--- src/rtl/comb_sweep_if.sv ---
// comb_sweep_if: request, stimulus and result bundle between comb_sweep_ctrl
// (slave) and the host that starts sweeps and reads back results (master).
interface comb_sweep_if;
  logic        start;
  logic        abort;
  logic        y1;
  logic        y2;
  logic [15:0] exp_y1;
  logic [15:0] exp_y2;
  logic [3:0]  abcd;
  logic        busy;
  logic        done;
  logic [15:0] y1_map;
  logic [15:0] y2_map;
  logic [4:0]  y1_cnt;
  logic [4:0]  y2_cnt;
  logic [4:0]  err_cnt;
  logic [3:0]  first_err;
  logic        pass;

  modport master (
    output start, abort, y1, y2, exp_y1, exp_y2,
    input  abcd, busy, done, y1_map, y2_map, y1_cnt, y2_cnt,
           err_cnt, first_err, pass
  );

  modport slave (
    input  start, abort, y1, y2, exp_y1, exp_y2,
    output abcd, busy, done, y1_map, y2_map, y1_cnt, y2_cnt,
           err_cnt, first_err, pass
  );
endinterface

--- src/rtl/comb_sweep_ctrl.sv ---
// comb_sweep_ctrl: walks all 16 input vectors of a 4-in/2-out combinational
// block, holds each vector for SETTLE cycles, samples y1/y2, and records the
// truth-table maps and ones-counts.
// Build option COMB_SWEEP_CMP_EN: when defined, samples are compared against
// exp_y1/exp_y2 and err_cnt/first_err/pass report the outcome. When undefined,
// err_cnt/first_err read 0 and pass pulses together with done.
//
// state    | meaning
// S_IDLE   | results held, waiting for start
// S_WAIT   | vector driven, settle counter running
// S_SAMPLE | y1/y2 captured at the edge ending this cycle
// S_DONE   | sweep complete, done pulses for this one cycle
module comb_sweep_ctrl #(
  parameter int unsigned SETTLE = 1
) (
  input logic         clk,
  input logic         rst_n,
  comb_sweep_if.slave bus
);

  typedef enum logic [1:0] {
    S_IDLE   = 2'd0,
    S_WAIT   = 2'd1,
    S_SAMPLE = 2'd2,
    S_DONE   = 2'd3
  } state_t;

  localparam logic [3:0] SETTLE_LAST = 4'(SETTLE - 1);

  state_t      r_state;
  state_t      w_state_nxt;

  logic [3:0]  r_abcd;
  logic [3:0]  r_settle_cnt;
  logic        r_busy;
  logic        r_done;
  logic [15:0] r_y1_map;
  logic [15:0] r_y2_map;
  logic [4:0]  r_y1_cnt;
  logic [4:0]  r_y2_cnt;
  logic        r_pass;

  logic        w_accept;
  logic        w_sample;
  logic        w_count;
  logic        w_last;
  logic        w_settled;

  assign w_last    = (r_abcd == 4'hF);
  assign w_settled = (r_settle_cnt == SETTLE_LAST);

  // State register
  always_ff @(posedge clk or negedge rst_n) begin
    if (!rst_n) begin
      r_state <= S_IDLE;
    end else begin
      r_state <= w_state_nxt;
    end
  end

  // Next-state decode and per-cycle control strobes; abort outranks sampling
  always_comb begin
    w_state_nxt = r_state;
    w_accept    = 1'b0;
    w_sample    = 1'b0;
    w_count     = 1'b0;
    case (r_state)
      S_IDLE: begin
        if (bus.start) begin
          w_accept    = 1'b1;
          w_state_nxt = S_WAIT;
        end
      end
      S_WAIT: begin
        if (bus.abort) begin
          w_state_nxt = S_IDLE;
        end else if (w_settled) begin
          w_state_nxt = S_SAMPLE;
        end else begin
          w_count = 1'b1;
        end
      end
      S_SAMPLE: begin
        if (bus.abort) begin
          w_state_nxt = S_IDLE;
        end else begin
          w_sample    = 1'b1;
          w_state_nxt = w_last ? S_DONE : S_WAIT;
        end
      end
      S_DONE: begin
        w_state_nxt = S_IDLE;
      end
      default: begin
        w_state_nxt = S_IDLE;
      end
    endcase
  end

  // Registered status flags, decoded from the state being entered
  always_ff @(posedge clk or negedge rst_n) begin
    if (!rst_n) begin
      r_busy <= 1'b0;
      r_done <= 1'b0;
    end else begin
      r_busy <= (w_state_nxt == S_WAIT) || (w_state_nxt == S_SAMPLE);
      r_done <= (w_state_nxt == S_DONE);
    end
  end

  // Vector index, settle counter, captured maps and ones-counts
  always_ff @(posedge clk or negedge rst_n) begin
    if (!rst_n) begin
      r_abcd       <= '0;
      r_settle_cnt <= '0;
      r_y1_map     <= '0;
      r_y2_map     <= '0;
      r_y1_cnt     <= '0;
      r_y2_cnt     <= '0;
    end else if (w_accept) begin
      r_abcd       <= '0;
      r_settle_cnt <= '0;
      r_y1_map     <= '0;
      r_y2_map     <= '0;
      r_y1_cnt     <= '0;
      r_y2_cnt     <= '0;
    end else if (w_sample) begin
      r_y1_map[r_abcd] <= bus.y1;
      r_y2_map[r_abcd] <= bus.y2;
      r_y1_cnt         <= r_y1_cnt + {4'd0, bus.y1};
      r_y2_cnt         <= r_y2_cnt + {4'd0, bus.y2};
      // abcd stays at 15 after the final vector
      if (!w_last) begin
        r_abcd       <= r_abcd + 4'd1;
        r_settle_cnt <= '0;
      end
    end else if (w_count) begin
      r_settle_cnt <= r_settle_cnt + 4'd1;
    end
  end

`ifdef COMB_SWEEP_CMP_EN
  logic [4:0] r_err_cnt;
  logic [3:0] r_first_err;
  logic       w_mismatch;

  assign w_mismatch = (bus.y1 != bus.exp_y1[r_abcd]) ||
                      (bus.y2 != bus.exp_y2[r_abcd]);

  // Mismatch tally; pass is resolved on entry to DONE so the last sample counts
  always_ff @(posedge clk or negedge rst_n) begin
    if (!rst_n) begin
      r_err_cnt   <= '0;
      r_first_err <= '0;
      r_pass      <= 1'b0;
    end else if (w_accept) begin
      r_err_cnt   <= '0;
      r_first_err <= '0;
      r_pass      <= 1'b0;
    end else if (w_sample) begin
      if (w_mismatch) begin
        r_err_cnt <= r_err_cnt + 5'd1;
        if (r_err_cnt == 5'd0) begin
          r_first_err <= r_abcd;
        end
      end
      if (w_last) begin
        r_pass <= (r_err_cnt == 5'd0) && !w_mismatch;
      end
    end
  end

  assign bus.err_cnt   = r_err_cnt;
  assign bus.first_err = r_first_err;
`else
  logic w_exp_unused;

  assign w_exp_unused = ^{bus.exp_y1, bus.exp_y2};

  // Without compare logic, pass only marks completion alongside done
  always_ff @(posedge clk or negedge rst_n) begin
    if (!rst_n) begin
      r_pass <= 1'b0;
    end else begin
      r_pass <= (w_state_nxt == S_DONE);
    end
  end

  assign bus.err_cnt   = 5'd0;
  assign bus.first_err = 4'd0;
`endif

  assign bus.abcd   = r_abcd;
  assign bus.busy   = r_busy;
  assign bus.done   = r_done;
  assign bus.y1_map = r_y1_map;
  assign bus.y2_map = r_y2_map;
  assign bus.y1_cnt = r_y1_cnt;
  assign bus.y2_cnt = r_y2_cnt;
  assign bus.pass   = r_pass;

endmodule
--- src/flat_wrapper.sv ---
// flat-port wrapper written by rule: the top's interface ports become plain ports
module comb_sweep_ctrl_flat 
#(
  parameter int unsigned SETTLE = 1
)
  (clk, rst_n, bus_start, bus_abort, bus_y1, bus_y2, bus_exp_y1, bus_exp_y2, bus_abcd, bus_busy, bus_done, bus_y1_map, bus_y2_map, bus_y1_cnt, bus_y2_cnt, bus_err_cnt, bus_first_err, bus_pass);
  comb_sweep_if bus_i ();
  input logic clk;
  input logic rst_n;
  input wire logic [$bits(bus_i.start)-1:0] bus_start;
  input wire logic [$bits(bus_i.abort)-1:0] bus_abort;
  input wire logic [$bits(bus_i.y1)-1:0] bus_y1;
  input wire logic [$bits(bus_i.y2)-1:0] bus_y2;
  input wire logic [$bits(bus_i.exp_y1)-1:0] bus_exp_y1;
  input wire logic [$bits(bus_i.exp_y2)-1:0] bus_exp_y2;
  output wire logic [$bits(bus_i.abcd)-1:0] bus_abcd;
  output wire logic [$bits(bus_i.busy)-1:0] bus_busy;
  output wire logic [$bits(bus_i.done)-1:0] bus_done;
  output wire logic [$bits(bus_i.y1_map)-1:0] bus_y1_map;
  output wire logic [$bits(bus_i.y2_map)-1:0] bus_y2_map;
  output wire logic [$bits(bus_i.y1_cnt)-1:0] bus_y1_cnt;
  output wire logic [$bits(bus_i.y2_cnt)-1:0] bus_y2_cnt;
  output wire logic [$bits(bus_i.err_cnt)-1:0] bus_err_cnt;
  output wire logic [$bits(bus_i.first_err)-1:0] bus_first_err;
  output wire logic [$bits(bus_i.pass)-1:0] bus_pass;
  assign bus_i.start = bus_start;
  assign bus_i.abort = bus_abort;
  assign bus_i.y1 = bus_y1;
  assign bus_i.y2 = bus_y2;
  assign bus_i.exp_y1 = bus_exp_y1;
  assign bus_i.exp_y2 = bus_exp_y2;
  assign bus_abcd = bus_i.abcd;
  assign bus_busy = bus_i.busy;
  assign bus_done = bus_i.done;
  assign bus_y1_map = bus_i.y1_map;
  assign bus_y2_map = bus_i.y2_map;
  assign bus_y1_cnt = bus_i.y1_cnt;
  assign bus_y2_cnt = bus_i.y2_cnt;
  assign bus_err_cnt = bus_i.err_cnt;
  assign bus_first_err = bus_i.first_err;
  assign bus_pass = bus_i.pass;
  comb_sweep_ctrl #(.SETTLE(SETTLE)) u_core (.clk(clk), .rst_n(rst_n), .bus(bus_i));
endmodule
--- config.mk ---
export PLATFORM = sky130hd
export DESIGN_NAME = comb_sweep_ctrl_flat
export DESIGN_NICKNAME = d
export VERILOG_FILES = /design/src/rtl/comb_sweep_if.sv /design/src/rtl/comb_sweep_ctrl.sv /design/src/flat_wrapper.sv
export SDC_FILE = /design/constraint.sdc
export NUM_CORES = 1
export LEC_CHECK = 0
export ABC_CLOCK_PERIOD_IN_PS = 2000
export CAP_MARGIN = 15
export CORE_UTILIZATION = 43
export DETAILED_ROUTE_END_ITERATION = 8
export GPL_ROUTABILITY_DRIVEN = 0
export GPL_TIMING_DRIVEN = 0
export PLACE_DENSITY = 0.78
export REMOVE_ABC_BUFFERS = 1
export SYNTH_ARGS = -nofsm -noshare
export SYNTH_HDL_FRONTEND = slang
export SYNTH_SLANG_ARGS = --single-unit
export TNS_END_PERCENT = 1
--- constraint.sdc ---
create_clock -name clk -period 2 [get_ports clk]
set_input_delay 0.5 -clock clk [delete_from_list [all_inputs] [get_ports clk]]
set_output_delay 0.5 -clock clk [all_outputs]
set_load 0.02 [all_outputs]
==> results of run 1 <==
## power groups by stage
stage	sequential [mW]	clock, mW	combinational [mW]
after floorplan	1.30	0	0.274
after global placement	1.24	0	0.571
after detailed placement	1.25	0	0.632
after CTS	1.23	0.737	0.654
after global routing	1.24	0.783	0.709
final	1.23	0.719	0.647
## cells in the mapped netlist, types with 3 or more instances
master	n	share of area [%]
dfrtp_1	54	53
nor2_1	42	6.1
mux2i_1	34	13
nand3_1	16	3.1
buf_4	11	3.2
ha_1	11	5.4
nand2_1	10	1.5
xor2_1	7	2.4
a21oi_1	6	1.2
clkbuf_1	6	0.88
inv_1	6	0.88
a22o_1	4	1.4
and3_1	4	0.97
nand4_1	4	0.97
buf_2	3	0.58
nand2b_1	3	0.73
## metrics by stage
stage | setup slack (ns) | hold WS (ns) | area, sq um
global placement | -2.18 | 0.505 | 3110
global route | -0.0431 | 0.194 | 3310
detailed placement | -0.652 | 0.513 | 3170
finish | 0.0558 | 0.173 | 3310
floorplan | -0.742 | 0.204 | 2480
CTS | 0.0260 | 0.177 | 3300
## sequential cells by signal, indices dropped and copies added (netlist names)
register             count
u_core.bus.abcd          4
u_core.r_state           2
u_core.bus.busy          1
u_core.bus.pass          1
u_core.bus.y2_cnt        5
u_core.bus.y2_map       16
u_core.r_settle_cnt      4
u_core.bus.y1_map       16
u_core.bus.y1_cnt        5
## cell usage in the layout, fill, tap and decap left out
| cell | netlist | final |
|---|---|---|
| buf_4 | 11 | 3 |
| buf_2 | 3 | 1 |
| a211oi_2 | 1 | 1 |
| nor3b_1 | 1 | 1 |
| buf_8 | 0 | 2 |
| bufinv_16 | 0 | 1 |
| nand3_1 | 16 | 16 |
| o22ai_1 | 1 | 1 |
| conb_1 | 1 | 9 |
| dlymetal6s2s_1 | 0 | 1 |
| nand3b_1 | 1 | 1 |
| nor2_1 | 42 | 42 |
| a21oi_1 | 6 | 6 |
| nor3_1 | 1 | 1 |
| mux2i_1 | 34 | 34 |
| nor2_2 | 1 | 1 |
| xnor2_1 | 1 | 1 |
| buf_12 | 0 | 1 |
| ha_1 | 11 | 11 |
| or4b_4 | 0 | 1 |
| a22o_1 | 4 | 4 |
| nand2_1 | 10 | 10 |
| nor2b_1 | 2 | 2 |
| nand2b_1 | 3 | 3 |
| dfrtp_1 | 54 | 54 |
| and2_1 | 1 | 1 |
| or3b_2 | 1 | 1 |
| nor3b_4 | 0 | 2 |
| dlygate4sd2_1 | 0 | 1 |
| clkinv_2 | 0 | 2 |
| xor2_1 | 7 | 7 |
| and3_1 | 4 | 4 |
| clkbuf_8 | 0 | 5 |
| o21ai_0 | 2 | 2 |
| nand4_1 | 4 | 4 |
| clkdlybuf4s50_1 | 0 | 51 |
| inv_1 | 6 | 6 |
## final timing paths
kind                                             start                     end
worst max-delay path                         bus_abort         u_core.bus.busy
worst min-delay path                             rst_n    u_core.bus.y1_cnt[1]
worst max register to register  u_core.r_settle_cnt[0]  u_core.r_settle_cnt[3]
worst min register to register    u_core.bus.y2_map[4]    u_core.bus.y2_map[4]
max in group asynchronous                        rst_n    u_core.bus.y1_map[0]
min in group clk                  u_core.bus.y2_map[4]    u_core.bus.y2_map[4]
## critical path, delay by kind of cell
kind | cells | cell delay [ns]
buffers and inverters | 1 | 0.59
and+or+nand+nor | 3 | 0.75
adders and majority gates | 1 | 0.29
## routing by layer
layer | routed length (um) | global-route usage, %
met1 | 2470 | 25.5
met2 | 2480 | 29.1
met3 | 206 | 3.45
met4 | 57 | 6.18
met5 | 0 | 0
## what timing repair did
item / 4_1_cts / 5_1_grt
gates resized for setup: 2 / 1
setup endpoints to repair: 19 / 4
pin swaps: 1 / 0
endpoints found under the hold margin: 0 / 0
buffers inserted: 3 / 0
## layout make-up
type	instances	area (sq um)	area share, %
tap	72	90.1	2.72
multi-input combinational	166	1120	34.0
clock buffer	5	68.8	2.08
clock inverter	3	40.0	1.21
inverter	6	22.5	0.681
timing repair buffer	60	609	18.4
sequential	54	1350	40.9
## cells by family after synthesis
kind of cell             synth area share, %
AO/OA/AOI/OAI                           3.65
XOR/XNOR                                2.72
adder cells (fa/ha/maj)                 5.35
buffers and inverters                   5.54
flip-flops                              52.5
multiplexers                            13.2
other                                  0.146
AND/OR/NAND/NOR                         16.8
==> reports/results.txt, run 1 <==
Initial DRC Count: 76
ys flop type: dfrtp_1
Ports: 96
Final Core Density: 58.6%
part of the power in registers: 47.4%
outcome: complete, no violations
max-cap violations: 0
CTS tree: yes
critical path's largest stage delay: 0.59 ns
hpwl dp: 3650 um
Pint: 1.78 mW
HP Class: primary input to asynchronous set/reset pin
fin. max-slew vios: 0
WL/cell: 14.2 um
CP max stage cell: clkdlybuf4s50_1
clock-pin slew on the worst setup and hold paths: 0.09 ns
switching share of power: 31.5%
Layout area overhead: 28.6%
Layout Nets: 342
sequential share of the synthesized area: 52.5%
n_diodes: 0
worst setup path class: primary input to flop
CTS Buf Count: 5
fin cells: 366
Period minus WS final: 1.94 ns
async set-reset flop share out of synthesis: 100%
worst r2r path cells: 6
antenna violations before repair: 0
Syn. warnings: 0
number of global-route vias before repair: 1831
P_leak: 1.68 nW
hold_buf cts: 0
number of distinct library cells after synthesis: 30
pwr dens: 785 nW/um^2
Worst EP required: 2.19 ns
routed wire length: 5210 um
share of cells above drive strength 1: 7.14%
IO buf count: 54
Switching Power: 818 uW
CP Capture Type: flop
post-detailed-route count of antenna-violating nets: 0
Root Buffer: clkbuf_8
Avg Cell Area, Syn: 10.8 sq um
die width: 79.3 um
Sink Count: 54
Slew headroom: 50.8%
Cells after Synth: 238
Fin Setup TNS: 0 ns
skew final: 0.00653 ns
first-pass GRT wire length: 8960 um
Vias per Instance: 5.13
Comb power frac: 24.9%
RSZ-0062 raised after global routing: true
CP Data Arrival Time: 2.14 ns
Cell Rows: 27
CP cell instances: clkdlybuf4s50_1 > nor3b_4 > nor2_1 > nand2_1 > ha_1
Mapped Area: 2570 sq um
Clock power frac: 27.7%
Longest Clk Path Bufs: 2
Post-synth EDFFs: 0
core box area: 5640 sq um
Final Hold Fails: 0
Congestion Overflow GR: 0
peak supply drop: 0.000407 V
DRT Pass-1 Iters: 4
die height: 79.3 um
final setup violation count: 0
pin count of the biggest net entering global routing: 32
dpl cells: 355
f_max: 0.514 GHz
Pwr Total: 2.60 mW
Residual DRC: 0
Crit Path Max Fanout: 9
clk_lat worst skew: 0.30 ns
Fillers: 466
Yosys reg bits: 54
period utilization: 97.2%
GR Util All Layers: 18.4%
Vias: 1877
R2R Setup Slk: 0.09 ns
Starting Density: 45.6%
crit path launch type: primary input
htree depth: 2
die footprint: 6300 sq um
Worst Max-Slew Pin Slew: 0.736 ns
Note: power is estimated with default switching activity, not from simulation.
==> inputs of run 2 (changes only) <==
- ABC_CLOCK_PERIOD_IN_PS: 2000 -> 1850
- GPL_TIMING_DRIVEN: 0 -> not set
- clock period: 2 -> 1.85 ns (I/O delays scaled with it)
==> run 2 against run 1 <==
  * Wire length increased by 2.2%
  * Die area unchanged
  * Critical endpoint is now bus_y2_cnt[1]
  * Highest routed layer unchanged
  * Flip-flop and latch count unchanged
  * Clock power is 6.7% lower
  * Final area increased by 2.6%
==> reports/results.txt, run 2 (synthesis gave the netlist of run 1 again) <==
Final Instance Area: 3390 sq um
Final Hold Fails: 0
CTS Buf Count: 5
period utilization: 97.4%
outcome: complete, no violations
Root Buffer: clkbuf_8
Fin Setup TNS: 0 ns
Initial DRC Count: 64
Period minus WS final: 1.80 ns
Pwr Total: 2.73 mW
CTS tree: yes
skew final: 0.0115 ns
Ports: 96
commonest non-fill, non-tap cell in the layout: dfrtp_1
Longest Clk Path Bufs: 2
Starting Density: 45.6%
number of global-route vias before repair: 1868
antenna violations before repair: 0
Cell Rows: 27
Congestion Overflow GR: 0
die width: 79.3 um
Residual DRC: 0
WL/cell: 14.0 um
critical path's largest stage delay: 0.62 ns
die footprint: 6300 sq um
clock-pin slew on the worst setup and hold paths: 0.10 ns
CP Capture Type: output pin
Crit Path Max Fanout: 4
placed inst area: 3280 sq um
CP max stage cell: clkdlybuf4s50_1
HP Class: primary input to asynchronous set/reset pin
max-cap violations: 0
n_diodes: 0
delay-heaviest family, CP: buffers and inverters
Vias: 1906
P_leak: 1.86 nW
RSZ-0062 raised after global routing: true
peak supply drop: 0.000449 V
postcts setup bufs: 0
pwr dens: 804 nW/um^2
crit path launch type: flop
hpwl dp: 3910 um
die height: 79.3 um
clk_lat worst skew: 0.32 ns
Worst EP required: 1.39 ns
Vias per Instance: 5.02
final setup violation count: 0
CP cell instances: clkdlybuf4s50_1
Layout Nets: 356
f_max: 0.555 GHz
Sink Count: 54
share of cells above drive strength 1: 12.0%
Layout area overhead: 31.9%
GR Util All Layers: 18.6%
IO buf count: 54
core box area: 5640 sq um
worst setup path class: flop to output pin
Fillers: 477
post-detailed-route count of antenna-violating nets: 0
Worst Max-Slew Pin Slew: 0.506 ns
first-pass GRT wire length: 8820 um
pin count of the biggest net entering global routing: 23
DRT Pass-1 Iters: 5
CP Data Arrival Time: 1.34 ns
Slew headroom: 66.3%
commonest non-fill, non-tap cells in the layout: dfrtp_1, clkdlybuf4s50_1, nor2_1
routed wire length: 5320 um
Crit path buffers/inverters: 1
fin. max-slew vios: 0
htree depth: 2
-- run 2: cell types whose count changed in the layout (fill, tap and decap cells not counted), sizes merged --
cell,previous run,this run
dlygate4sd2,1,5
clkdlybuf4s50,51,42
bufinv,1,0
dlymetal6s2s,1,6
buf,7,21
clkinv,2,3
-- run 2: layer usage --
layer  vias to the layer above  global-route usage (%)  part of all wire, %
met5                         -                       0                    0
met4                         0                    7.64                  1.7
met3                         6                    3.56                  3.9
met2                        53                    29.7                   48
met1                       919                    24.8                   46
li1                        928                       -                    -
-- run 2: worst reg2reg max path, delay by kind of cell (launching register included) --
| kind | cells | cell delay [ns] |
|---|---|---|
| buf+inv | 1 | 0.06 |
| simple gates | 2 | 0.68 |
| mux | 1 | 0.21 |
| flops | 1 | 0.37 |
| fa+ha+maj | 1 | 0.16 |
| compound gates | 1 | 0.23 |
-- run 2: path summary, 6_finish.rpt --
kind                                        startpoint                endpoint  slack, ns  cells after the start
worst min-delay path                             rst_n    u_core.bus.y1_cnt[1]       0.11                      1
worst max-delay path              u_core.bus.y2_cnt[1]           bus_y2_cnt[1]       0.05                      1
worst max register to register  u_core.r_settle_cnt[1]  u_core.r_settle_cnt[3]       0.07                      6
worst min register to register    u_core.bus.y1_map[2]    u_core.bus.y1_map[2]       0.53                      2
max in group asynchronous                        rst_n    u_core.bus.y1_map[7]       1.20                      2
min in group clk                  u_core.bus.y1_map[2]    u_core.bus.y1_map[2]       0.53                      2
-- run 2: what timing repair did --
action,CTS,global route
hold buffers,0,0
resized for setup,6,8
endpoints found under the hold margin,0,0
setup endpoints to repair,6,8
-- run 2: layout make-up --
class                           instances  area (sq um)  area share [%]
Sequential cell                        54          1350            39.8
Tap cell                               72          90.1            2.66
Multi-Input combinational cell        166          1130            33.2
Timing Repair Buffer                   74           707            20.8
Clock buffer                            5          68.8            2.03
Inverter                                6          22.5           0.664
Clock inverter                          3          26.3           0.775
-- run 2: power breakdown --
part	internal [mW]	leakage, nW	total [mW]	switching [mW]
registers	1.25	0.750	1.33	0.0758
logic	0.302	1.06	0.729	0.427
clock network	0.274	0.0483	0.671	0.398
total	1.83	1.86	2.73	0.900
-- run 2: through the flow --
step | std cells | util [%] | worst slack [ns] | hold slack, ns
finish | 380 | 60.1 | 0.0483 | 0.107
global route | 380 | 60.1 | -0.0126 | 0.126
CTS | 380 | 59.7 | 0.00868 | 0.127
detailed placement | 372 | 58.1 | -0.297 | 0.475
global placement | 372 | 58.1 | -0.265 | 0.456
floorplan | 226 | - | -0.854 | 0.167
